### config.mk
export PLATFORM = sky130hd
export DESIGN_NAME = div_seq
export DESIGN_NICKNAME = d
export VERILOG_FILES = /design/src/rtl/div_seq_pkg.sv /design/src/rtl/div_seq_step.sv /design/src/rtl/div_seq.sv
export SDC_FILE = /design/constraint.sdc
export NUM_CORES = 1
export LEC_CHECK = 0
export BUFFER_PORTS_ARGS = -buffer_cell sky130_fd_sc_hd__buf_2
export CORE_UTILIZATION = 55
export DETAILED_ROUTE_END_ITERATION = 12
export PLACE_DENSITY = 0.76
export SLEW_MARGIN = 20
export SYNTH_ARGS = -nofsm -noshare
export SYNTH_HDL_FRONTEND = slang
export SYNTH_HIERARCHICAL = 1
export SYNTH_SLANG_ARGS = --single-unit
### constraint.sdc
create_clock -name clk -period 3.7 [get_ports clk]
set_input_delay 0.555 -clock clk [delete_from_list [all_inputs] [get_ports clk]]
set_output_delay 0.555 -clock clk [all_outputs]
set_load 0.03 [all_outputs]
### src/rtl/div_seq_pkg.sv
// Shared definitions for the multi-cycle divider: FSM state codes, handshake
// levels and the execute-stage opcodes that select the divider.
package div_seq_pkg;

    typedef enum logic [1:0] {
        DivFree   = 2'b00,
        DivByZero = 2'b01,
        DivOn     = 2'b10,
        DivEnd    = 2'b11
    } div_state_t;

    localparam logic DivStart          = 1'b1;
    localparam logic DivStop           = 1'b0;
    localparam logic DivResultReady    = 1'b1;
    localparam logic DivResultNotReady = 1'b0;

    localparam logic [7:0] EXE_DIV_OP  = 8'b0001_1010;
    localparam logic [7:0] EXE_DIVU_OP = 8'b0001_1011;

    localparam int DoubleRegBus = 64;

endpackage

### src/rtl/div_seq_step.sv
// One restoring-division iteration: shift the next dividend bit into the
// partial remainder and subtract the divisor when it fits.
module div_step #(
    parameter int WIDTH = 32
) (
    input  logic [WIDTH-1:0] rem,
    input  logic [WIDTH-1:0] dvd,
    input  logic [WIDTH-1:0] divisor,
    output logic [WIDTH-1:0] rem_next,
    output logic [WIDTH-1:0] dvd_next
);

    logic [WIDTH:0] shifted;
    logic           fits;

    // The shifted remainder can reach WIDTH+1 bits, so the fit test is a full
    // magnitude compare rather than the sign of a WIDTH+1-bit difference.
    always_comb begin
        shifted  = {rem, dvd[WIDTH-1]};
        fits     = (shifted >= {1'b0, divisor});
        rem_next = fits ? WIDTH'(shifted - {1'b0, divisor}) : shifted[WIDTH-1:0];
        dvd_next = {dvd[WIDTH-2:0], fits};
    end

endmodule

### src/rtl/div_seq.sv
// Multi-cycle DIV/DIVU sequencer: one quotient bit per cycle, result held as
// {remainder, quotient} while the execute stage keeps start_i asserted.
module div_seq #(
    parameter int WIDTH = 32
) (
    input  logic               clk,
    input  logic               rst,
    input  logic               signed_div_i,
    input  logic [WIDTH-1:0]   opdata1_i,
    input  logic [WIDTH-1:0]   opdata2_i,
    input  logic               start_i,
    input  logic               annul_i,
    output logic [2*WIDTH-1:0] result_o,
    output logic               ready_o
);

    import div_seq_pkg::*;

    localparam int CntW = $clog2(WIDTH + 1);

    div_state_t         state, state_n;
    logic [CntW-1:0]    cnt, cnt_n;
    logic [WIDTH-1:0]   rem, rem_n;
    logic [WIDTH-1:0]   dvd, dvd_n;
    logic [WIDTH-1:0]   dsr, dsr_n;
    logic               qneg, qneg_n;
    logic               rneg, rneg_n;
    logic               ready_n;
    logic [2*WIDTH-1:0] result_n;

    logic [WIDTH-1:0]   step_rem, step_dvd;
    logic [WIDTH-1:0]   op1_abs, op2_abs;
    logic [WIDTH-1:0]   rem_fix, quo_fix;

    div_step #(.WIDTH(WIDTH)) u_step (
        .rem      (rem),
        .dvd      (dvd),
        .divisor  (dsr),
        .rem_next (step_rem),
        .dvd_next (step_dvd)
    );

    // Signed divides run on magnitudes; the most negative value maps to itself,
    // which yields the architected wrap for -2^(W-1) / -1.
    assign op1_abs = (signed_div_i && opdata1_i[WIDTH-1]) ? (~opdata1_i + 1'b1) : opdata1_i;
    assign op2_abs = (signed_div_i && opdata2_i[WIDTH-1]) ? (~opdata2_i + 1'b1) : opdata2_i;
    assign rem_fix = rneg ? (~rem + 1'b1) : rem;
    assign quo_fix = qneg ? (~dvd + 1'b1) : dvd;

    always_ff @(posedge clk) begin
        if (rst) begin
            state    <= DivFree;
            cnt      <= '0;
            rem      <= '0;
            dvd      <= '0;
            dsr      <= '0;
            qneg     <= 1'b0;
            rneg     <= 1'b0;
            ready_o  <= DivResultNotReady;
            result_o <= '0;
        end else begin
            state    <= state_n;
            cnt      <= cnt_n;
            rem      <= rem_n;
            dvd      <= dvd_n;
            dsr      <= dsr_n;
            qneg     <= qneg_n;
            rneg     <= rneg_n;
            ready_o  <= ready_n;
            result_o <= result_n;
        end
    end

    // The dividend register doubles as the quotient: each step shifts a
    // dividend bit out of the top and a quotient bit in at the bottom.
    always_comb begin
        state_n  = state;
        cnt_n    = cnt;
        rem_n    = rem;
        dvd_n    = dvd;
        dsr_n    = dsr;
        qneg_n   = qneg;
        rneg_n   = rneg;
        ready_n  = ready_o;
        result_n = result_o;

        case (state)
            DivFree: begin
                ready_n  = DivResultNotReady;
                result_n = '0;
                if (start_i == DivStart && !annul_i) begin
                    dvd_n   = op1_abs;
                    dsr_n   = op2_abs;
                    rem_n   = '0;
                    cnt_n   = '0;
                    qneg_n  = signed_div_i & (opdata1_i[WIDTH-1] ^ opdata2_i[WIDTH-1]);
                    rneg_n  = signed_div_i & opdata1_i[WIDTH-1];
                    state_n = (opdata2_i == '0) ? DivByZero : DivOn;
                end
            end
            DivByZero: begin
                if (annul_i) begin
                    state_n = DivFree;
                end else begin
                    state_n  = DivEnd;
                    ready_n  = DivResultReady;
                    result_n = '0;
                end
            end
            DivOn: begin
                if (annul_i) begin
                    state_n  = DivFree;
                    cnt_n    = '0;
                    ready_n  = DivResultNotReady;
                    result_n = '0;
                end else if (cnt == CntW'(WIDTH)) begin
                    state_n  = DivEnd;
                    ready_n  = DivResultReady;
                    result_n = {rem_fix, quo_fix};
                end else begin
                    rem_n = step_rem;
                    dvd_n = step_dvd;
                    cnt_n = cnt + CntW'(1);
                end
            end
            DivEnd: begin
                if (start_i == DivStop) begin
                    state_n  = DivFree;
                    ready_n  = DivResultNotReady;
                    result_n = '0;
                end
            end
            default: begin
                state_n = DivFree;
            end
        endcase
    end

endmodule

==> results.ini, run 1 <==
[timing]
fmax_ghz=0.2906
holdWs_ns=0.4274
max_slew.worst_pin.slew_ns=0.8707
setup_viol=0
min_period_over_period_pct=92.99
tns_ns=0
fin_skew_ns=0.01467
final_period_minus_worst_setup_slack_ns=3.441
rsz0062_at_grt=false
worst_slack_ns=0.2593
hold_violations=0
maxSlewViolCount=0
slew_headroom_pct=41.42

[layout]
fin_nets=1674
drive_above_1_share_pct=17.28
syn2layout_area_growth_pct=10.41
antennaDiodeCount=0
finalNonFillerCells=1849

[critical_path]
criticalPathCategory=register to register
rr_worst_depth=13
crit_required_ns=3.98
timing.rr.start=rem[9]
worstSetupEndpoint=rem[13]
worst_r2r_endpoint=rem[13]
cp-startpoint=rem[9]
critPathCaptureType=register
critPathLaunchType=register
cp.arrival_ns=3.72
r2r_setup_slack_ns=0.26
worstPathMaxFanout=20

[placement]
place_ws_ns=0.3244
place_inst=1817
gp_congestion=0.9807
dp_hpwl_um=23750
port_buffers=133

[flow_run]
maxCapViolations=0

[yosys]
syn_area_per_cell_um2=7.823
netlist_instances=1504
seq_area_frac_synth_pct=29.09
yosys.area.top_type=dfxtp_1
synthesis.nets=1617
synth_area_leaders=dfxtp_1 (29%), xor2_1 (6.2%), nand2_1 (5.9%), a21oi_1 (5.7%), ha_1 (4.6%)
synth_top_area_share_pct=29.09
yosysWarnings=6
synth_enable_flop_cells=0
synth_area_mm2=0.01177
ys_ff_latch=171
yosysUniqueCellTypes=86
async_flop_share_pct=0
ys.flop_type=dfxtp_1

[power]
peakVddDrop_uv=333.4
p_sw_share_pct=40.69
pwr-share-seq_pct=31.1
power_density_mw_per_mm2=554.2
p_int_mw=4.271
leakage_nw=5.275
pwr-share-comb_pct=43.0
clkPwrFrac_pct=25.9
switchingPower_mw=2.929

[floorplan]
dieArea_mm2=0.02198
initial_core_util_pct=55.97
dieWidth_um=148.3
ios=134
core_area_mm2=0.02102
core.rowCount=53
fp.dieH_um=148.3

[grt]
grt_pass1_vias=9781
antenna_found_initial=0
overflow=0
grtUsageTotal_pct=28.55
grt_max_degree=81
grt_pass1_wl_um=50540

[hold_path]
min_path_type=input pin to register
hold_start=opdata2_i[4]

[clock_network]
ctsHoldBuffers=0
clkTransAtPathRegs_ns=0.07
cts_buffer_depth=2
cts_buffers=17
cts_root_buf=clkbuf_16
cts_tree=yes
cts_max_level=4
clock_latency_ns=0.44
cts_num_sinks=171

[drt]
drt-vias-per-instance=6.011
wl_per_cell_um=17.13
drt_iter0_markers=995
finalWirelength_um=31670
drc_errors=0
drtAntennaViolNets=0
vias=11120
first_pass_iters=8

[status]
status=finished clean

==> worst min path at each step <==
| stage | slack, ns | to | cells past startpoint |
|---|---|---|---|
| finish | 0.43 | dsr[4] | 3 |
| global placement | 0.43 | result_o[39] | 2 |
| detailed placement | 0.44 | result_o[23] | 2 |
| CTS | 0.42 | dsr[30] | 3 |
| global route | 0.43 | dsr[30] | 3 |
| floorplan | 0.43 | dsr[31] | 2 |
==> power groups by stage <==
stage	sequential (mW)	clock, mW	combinational [mW]
4_1_cts	2.23	1.89	3.04
2_1_floorplan	2.19	0	2.48
3_3_place_gp	2.26	0	2.99
3_5_place_dp	2.27	0	3.02
5_1_grt	2.26	1.96	3.37
6_report	2.24	1.86	3.10
==> through the flow <==
| step | power, mW | area [um2] | util, % |
|---|---|---|---|
| finish | 7.200 | 12990 | 61.80 |
| global route | 7.587 | 12990 | 61.80 |
| CTS | 7.159 | 12990 | 61.77 |
| detailed placement | 5.288 | 12380 | 58.88 |
| global placement | 5.250 | 12380 | 58.88 |
| floorplan | 4.665 | 11770 | - |
==> cell type report <==
class                   instances  area (um2)
fillers                      1895        8030
well taps                     275       344.1
inverters                      63       236.5
clock inverters                12       151.4
flip-flops and latches        171        3425
repair buffers                155       858.3
clock buffers                  20       456.7
multi-input cells            1153        7520
==> repair_timing <==
item	CTS	global route
endpoints found under the setup margin	0	1
gates resized for setup	0	1
setup buffers	0	0
==> metal layers <==
| layer | global-route usage [%] | share of wire [%] | up-vias |
|---|---|---|---|
| met3 | 5.429 | 9.0 | 21 |
| met4 | 5.567 | 0.72 | 0 |
| met2 | 41.36 | 42 | 460 |
| met5 | 0 | 0 | - |
| met1 | 43.43 | 49 | 5170 |
| li1 | - | - | 5464 |
==> worst max-delay path: stages, from the launching register on <==
cell and delay, ns:
dfxtp_1 0.40, ha_1 0.45, nand4_1 0.20, nor3_1 0.34
o211ai_1 0.19, nor4b_4 0.18, o21ai_2 0.17, a31oi_4 0.13
o21a_4 0.27, inv_2 0.20, buf_12 0.22, mux2_2 0.36
nand3_1 0.09, a21oi_1 0.07
==> synthesized netlist by cell type (12+ instances only) <==
| library cell | instances |
|---|---|
| o31ai_1 | 22 |
| nand4_1 | 16 |
| or3_1 | 15 |
| o41ai_1 | 12 |
| nand3_1 | 53 |
| o21ai_0 | 98 |
| o211ai_1 | 13 |
| nor2_1 | 103 |
| inv_1 | 60 |
| nand2_1 | 186 |
| a21oi_1 | 135 |
| a211oi_1 | 16 |
| ha_1 | 43 |
| clkbuf_1 | 66 |
| xnor2_1 | 54 |
| buf_4 | 33 |
| nor3_1 | 35 |
| a31oi_1 | 12 |
| dfxtp_1 | 171 |
| a21o_1 | 13 |
| nor4_1 | 16 |
| xor2_1 | 83 |
| mux2_2 | 21 |
==> state kept, by name, summed over array words and instances, names as in the netlist <==
| register | flops |
|---|---|
| dvd | 32 |
| rem | 32 |
| dsr | 32 |
| rneg | 1 |
| state | 2 |
| qneg | 1 |
| ready_o | 1 |
| result_o | 64 |
| cnt | 6 |
==> cells by family (layout without fill, tap and decap cells) <==
kind of cell | Yosys count | in the layout | synth area share, %
multiplexers | 41 | 41 | 4.094
adder cells (fa/ha/maj) | 44 | 44 | 4.743
flip-flops | 171 | 171 | 29.09
AND/OR/NAND/NOR | 512 | 512 | 21.82
AO/OA/AOI/OAI | 419 | 419 | 22.85
XOR/XNOR | 137 | 137 | 10.20
buffers and inverters | 180 | 250 | 7.199
==> cell usage in the layout, fill, tap and decap left out, types with 11 or more instances in the layout <==
| cell type | n |
|---|---|
| o41ai_1 | 12 |
| xnor2_1 | 54 |
| mux2_2 | 21 |
| nor4_1 | 16 |
| clkbuf_16 | 17 |
| ha_1 | 43 |
| xor2_1 | 83 |
| dfxtp_1 | 170 |
| nand3_1 | 53 |
| a21o_1 | 13 |
| nor2_1 | 102 |
| mux2i_1 | 11 |
| a211oi_1 | 16 |
| buf_4 | 21 |
| a21oi_1 | 135 |
| o31ai_1 | 21 |
| and3_1 | 11 |
| o21ai_0 | 98 |
| inv_1 | 60 |
| buf_2 | 132 |
| o211ai_1 | 13 |
| nor3_1 | 35 |
| a31oi_1 | 12 |
| nand2_1 | 186 |
| nand4_1 | 16 |
| or3_1 | 15 |
Note: power is estimated with default switching activity, not from simulation.
==> run 2, diff against run 1 <==
CORE_ASPECT_RATIO = 1.25   (was unset)
CTS_CLUSTER_DIAMETER = 100   (was unset)
==> run 2 against run 1 <==
- setup slack improved by 0.056 ns
- sequential share of layout area is 0.059 points higher
- highest routed layer unchanged
- die area barely moved
- cell count fell by 0.27%
- critical path type unchanged
- routed wire length grew 4.5%
- register-to-register slack gained 0.06 ns
- worst hold slack improved by 0.011 ns
==> results.ini, run 2 (same netlist as run 1, synthesis figures left out) <==
[clock_network]
cts_root_buf=clkbuf_16
cts_buffer_depth=2  ; unchanged
cts_max_level=4  ; unchanged
post_cts_resized=0  ; unchanged
cts_setup_buffers=0  ; unchanged
cts_buffers=17  ; unchanged
clkTransAtPathRegs_ns=0.07  ; about the same
clock_latency_ns=0.43  ; about the same
ctsHoldBuffers=0  ; unchanged
cts_num_sinks=171  ; unchanged
cts_tree=yes

[placement]
dp_hpwl_um=25200  ; +6.1%
place_inst=1813  ; -0.22%
place_ws_ns=0.3888  ; +0.06443 ns
gp_congestion=1.013  ; +3.3%
port_buffers=133  ; unchanged

[grt]
grt_pass1_vias=10430  ; +6.6%
grtUsageMet2_pct=56.73  ; +15 points
grt_use_met1_pct=30.75  ; -13 points
grtUsageTotal_pct=30.10  ; +1.6 points
met3_usage_pct=4.029  ; -1.4 points
grt_pass1_wl_um=52280  ; +3.4%
overflow=0  ; unchanged
antenna_found_initial=0  ; unchanged
grt_max_degree=62  ; -23%
top_usage_layer=met2

[floorplan]
core.rowCount=59  ; +11%
fp.dieH_um=165.5  ; +12%
initial_core_util_pct=56.32  ; +0.35 points
dieArea_mm2=0.02199  ; about the same
core_area_mm2=0.02089  ; -0.62%
ios=134  ; unchanged
dieWidth_um=132.8  ; -10%

[status]
status=finished clean

[layout]
syn2layout_area_growth_pct=10.17
fin_nets=1671  ; -0.18%
multiInputGateArea_mm2=0.007515  ; about the same
largest_register=result_o
nFillCells=1892  ; -0.16%
drive_above_1_share_pct=17.07  ; -0.21 points
layout_commonest_cell=nand2_1
finalNonFillerCells=1844  ; -0.27%
final_cell_mix=nand2_1 (186), dfxtp_1 (170), a21oi_1 (135)
layout.area.seq_mm2=0.003425  ; unchanged
largest_reg_flops=64  ; unchanged
antennaDiodeCount=0  ; unchanged

[critical_path]
worstPathMaxFanout=4  ; -80%
cp.arrival_ns=3.74  ; +0.02 ns
critPathSlowestCell=or3b_2
criticalPathCategory=register to register
crit_chain=inv_1, ha_1, fa_1, nor2b_1, o31a_1, o21ai_0, o31ai_1, a21oi_1, or3b_2, nand3_1, mux2_4, nand3_1, a21oi_1
cp-startpoint=dvd[31]
timing.rr.start=dvd[31]
crit_required_ns=4.06  ; +0.08 ns
critPathLaunchType=register
slowest_delay_ns=0.50  ; +0.05 ns
critPathCaptureType=register

[timing]
rsz0062_at_grt=false
setup_viol=0  ; unchanged
hold_violations=0  ; unchanged
tns_ns=0  ; unchanged
maxSlewViolCount=0  ; unchanged
max_slew.worst_pin.slew_ns=0.9082  ; +0.03750 ns
min_period_over_period_pct=91.48  ; -1.5 points
slew_headroom_pct=39.37  ; -2.0 points
final_period_minus_worst_setup_slack_ns=3.385  ; -0.05573 ns
worst_slack_ns=0.3151  ; +0.05573 ns
fin_skew_ns=0.007641  ; -0.007032 ns
fmax_ghz=0.2954  ; +1.6%

[power]
power_density_mw_per_mm2=554.6  ; about the same
leakage_nw=5.264  ; -0.21%
p_total_mw=7.189  ; -0.16%
peakVddDrop_uv=382.9  ; +15%

[drt]
wl_per_cell_um=17.94  ; +4.8%
drt_iter0_markers=563  ; -43%
drt-vias-per-instance=6.025  ; +0.24%
first_pass_iters=6  ; -2
vias=11110  ; -0.036%
drc_errors=0  ; unchanged
finalWirelength_um=33090  ; +4.5%
drtAntennaViolNets=0  ; unchanged

[flow_run]
maxCapViolations=0  ; unchanged

[hold_path]
hold_start=opdata2_i[0]
min_path_type=input pin to register

==> run 2: metal layers <==
layer,vias up,routed length [um]
li1,5464,-
met1,5219,12730
met2,313,17070
met3,115,1139
met4,0,2142
met5,-,0
==> run 2: critical path: cells and delay by family (launching register included) <==
kind,cells,cell delay (ns)
AOI/OAI and AO/OA,5,1.25
DFF,1,0.37
muxes,1,0.14
adders and majority gates,2,0.63
buffers and inverters,1,0.08
and+or+nand+nor,4,0.84
==> run 2: final timing paths <==
kind / slack, ns / cells after the start / end
max reg2reg: 0.32 / 13 / rem[30]
max: 0.32 / 13 / rem[30]
min: 0.44 / 3 / dsr[0]
min reg2reg: 0.45 / 2 / result_o[12]
==> run 2: final cells by class <==
type / count / share of cell area (%)
multi-input cells: 1153 / 57.97
flip-flops and latches: 171 / 26.42
repair buffers: 152 / 6.448
clock buffers: 19 / 3.494
well taps: 274 / 2.645
inverters: 63 / 1.824
clock inverters: 12 / 1.197
==> run 2: report_power, final <==
| group | switching [mW] | internal (mW) |
|---|---|---|
| clock network | 0.801 | 1.05 |
| logic | 1.90 | 1.21 |
| registers | 0.222 | 2.01 |
| total | 2.92 | 4.26 |
==> run 2: stage by stage <==
stage / utilization [%] / hold WS (ns) / cell area [um2]
final: 62.05 / 0.4386 / 12960
after global routing: 62.05 / 0.4516 / 12960
after CTS: 62.04 / 0.4149 / 12960
after detailed placement: 59.13 / 0.4390 / 12350
after global placement: 59.13 / 0.4307 / 12350
after floorplan: - / 0.4319 / 11770
==> run 3, diff against run 2 <==
CTS_CLUSTER_SIZE = 28   (was unset)
PLACE_DENSITY = 0.78   (was 0.76)
==> run 3 against run 2 <==
- via count increased by 1.2%
- die area unchanged
- critical path depth unchanged
- maximum frequency increased by 0.50%
- routed wire length increased by 1.3%
- combinational power about the same
- first-iteration DRC count increased by 30%
- setup slack improved by 0.017 ns
- sequential share of layout area about the same
- utilization increased by 0.066 points
- sequential power about the same
- clock skew increased by 0.00091 ns
- critical path type unchanged
- critical endpoint is now rem[19]
- highest routed layer unchanged
==> results.ini, run 3 (same netlist as run 1, synthesis figures left out) <==
[critical_path]
crit_required_ns=3.99  ; -0.07 ns
critPathLaunchType=register
worstPathMaxFanout=20  ; +16
crit_chain=ha_1, a21oi_2, a211oi_1, or3_4, nor4b_4, o21ai_2, a31oi_4, o21a_4, inv_2, buf_12, mux2_2, nand3_1, a21oi_1
cp.arrival_ns=3.66  ; -0.08 ns
cp-startpoint=rem[6]
critPathSlowestCell=dfxtp_1
rr_worst_depth=13  ; unchanged
critPathCaptureType=register
timing.rr.start=rem[6]
criticalPathCategory=register to register
slowest_delay_ns=0.48  ; -0.02 ns
cp.depth=13  ; unchanged
worst-path-buf-inv=2  ; +1
crit_family=compound AO/OA/AOI/OAI gates

[timing]
rsz0062_at_grt=false
final_period_minus_worst_setup_slack_ns=3.368  ; -0.01696 ns
maxSlewViolCount=0  ; unchanged
setup_viol=0  ; unchanged
max_slew.worst_pin.slew_ns=0.8765  ; -0.03166 ns
tns_ns=0  ; unchanged
min_period_over_period_pct=91.03  ; -0.46 points
hold_violations=0  ; unchanged
fmax_ghz=0.2969  ; +0.50%
fin_skew_ns=0.008547  ; +0.0009055 ns
worst_slack_ns=0.3320  ; +0.01696 ns
slew_headroom_pct=41.49  ; +2.1 points

[floorplan]
core.rowCount=59  ; unchanged
dieArea_mm2=0.02199  ; unchanged
initial_core_util_pct=56.32  ; unchanged
core_area_mm2=0.02089  ; unchanged
fp.dieH_um=165.5  ; unchanged
dieWidth_um=132.8  ; unchanged
ios=134  ; unchanged

[clock_network]
clock_latency_ns=0.44  ; about the same
clkTransAtPathRegs_ns=0.07  ; about the same
ctsHoldBuffers=0  ; unchanged
cts_tree=yes
cts_setup_buffers=0  ; unchanged
cts_max_level=4  ; unchanged
cts_buffer_depth=2  ; unchanged
cts_root_buf=clkbuf_16
cts_num_sinks=171  ; unchanged
cts_buffers=17  ; unchanged

[grt]
grt_pass1_vias=10490  ; +0.56%
grtUsageTotal_pct=30.68  ; +0.57 points
grt_max_degree=62  ; unchanged
overflow=0  ; unchanged
grt_pass1_wl_um=53270  ; +1.9%
antenna_found_initial=0  ; unchanged

[drt]
wl_per_cell_um=18.17  ; +1.3%
drt_iter0_markers=732  ; +30%
first_pass_iters=6  ; unchanged
drt-vias-per-instance=6.095  ; +1.2%
finalWirelength_um=33530  ; +1.3%
drtAntennaViolNets=0  ; unchanged
vias=11250  ; +1.2%
drc_errors=0  ; unchanged

[layout]
nFillCells=1921  ; +1.5%
largest_reg_flops=64  ; unchanged
finalNonFillerCells=1845  ; +0.054%
final_area_mm2=0.01298  ; +0.11%
syn2layout_area_growth_pct=10.28
final_cell_mix=nand2_1 (186), dfxtp_1 (170), a21oi_1 (135)
fin_nets=1672  ; +0.060%
layout_commonest_cell=nand2_1
drive_above_1_share_pct=17.19  ; +0.12 points
largest_register=result_o
antennaDiodeCount=0  ; unchanged

[hold_path]
hold_depth=3  ; unchanged
min_path_type=input pin to register
hold_start=opdata2_i[0]

[power]
p_total_mw=7.221  ; +0.45%
power_density_mw_per_mm2=556.4  ; +0.34%
leakage_nw=5.261  ; about the same
peakVddDrop_uv=385.7  ; +0.72%

[placement]
dp_hpwl_um=25380  ; +0.70%
gp_congestion=0.9863  ; -2.7%
post_dp_cell_area_mm2=0.01236  ; about the same
place_inst=1814  ; +0.055%
port_buffers=133  ; unchanged
place_ws_ns=0.2836  ; -0.1053 ns

[status]
status=finished clean

[flow_run]
maxCapViolations=0  ; unchanged

==> run 3: final cells by class <==
type	instances	area (um2)	area share, %
multi-input cells	1153	7525	57.99
flip-flops and latches	171	3425	26.39
repair buffers	153	843.3	6.499
clock buffers	19	442.9	3.413
well taps	274	342.8	2.642
inverters	63	236.5	1.822
clock inverters	12	161.4	1.244
==> run 3: final timing paths <==
path,to,slack (ns)
setup / recovery,rem[19],0.33
hold / removal,dsr[0],0.43
setup reg to reg,rem[19],0.33
hold reg to reg,result_o[25],0.45
==> run 3: where the power goes <==
part	switching (mW)	internal, mW
Clock	0.819	1.03
Sequential	0.221	2.01
Combinational	1.93	1.22
Total	2.97	4.25
==> run 3: per-layer routing <==
metal | GRT usage, % | share of wire (%) | vias up
met5 | 0 | 0 | -
met4 | 20.27 | 6.1 | 0
met3 | 3.846 | 4.4 | 97
met2 | 57.23 | 52 | 357
met1 | 32.46 | 38 | 5331
li1 | - | - | 5461
==> run 3: repair_timing <==
action	in CTS	in global routing
endpoints found under the hold margin	0	0
gates resized for setup	0	2
setup endpoints to repair	0	10
==> run 3: per-stage QoR <==
step	hold slack, ns	util [%]
6_report	0.4297	62.11
5_1_grt	0.4506	62.11
4_1_cts	0.4136	62.06
3_5_place_dp	0.4361	59.17
3_3_place_gp	0.4336	59.17
2_1_floorplan	0.4319	-
==> run 3: tightest hold or removal path, stage by stage <==
cell and delay, ns:
buf_2 0.14, nand2_1 0.07, a21oi_1 0.05
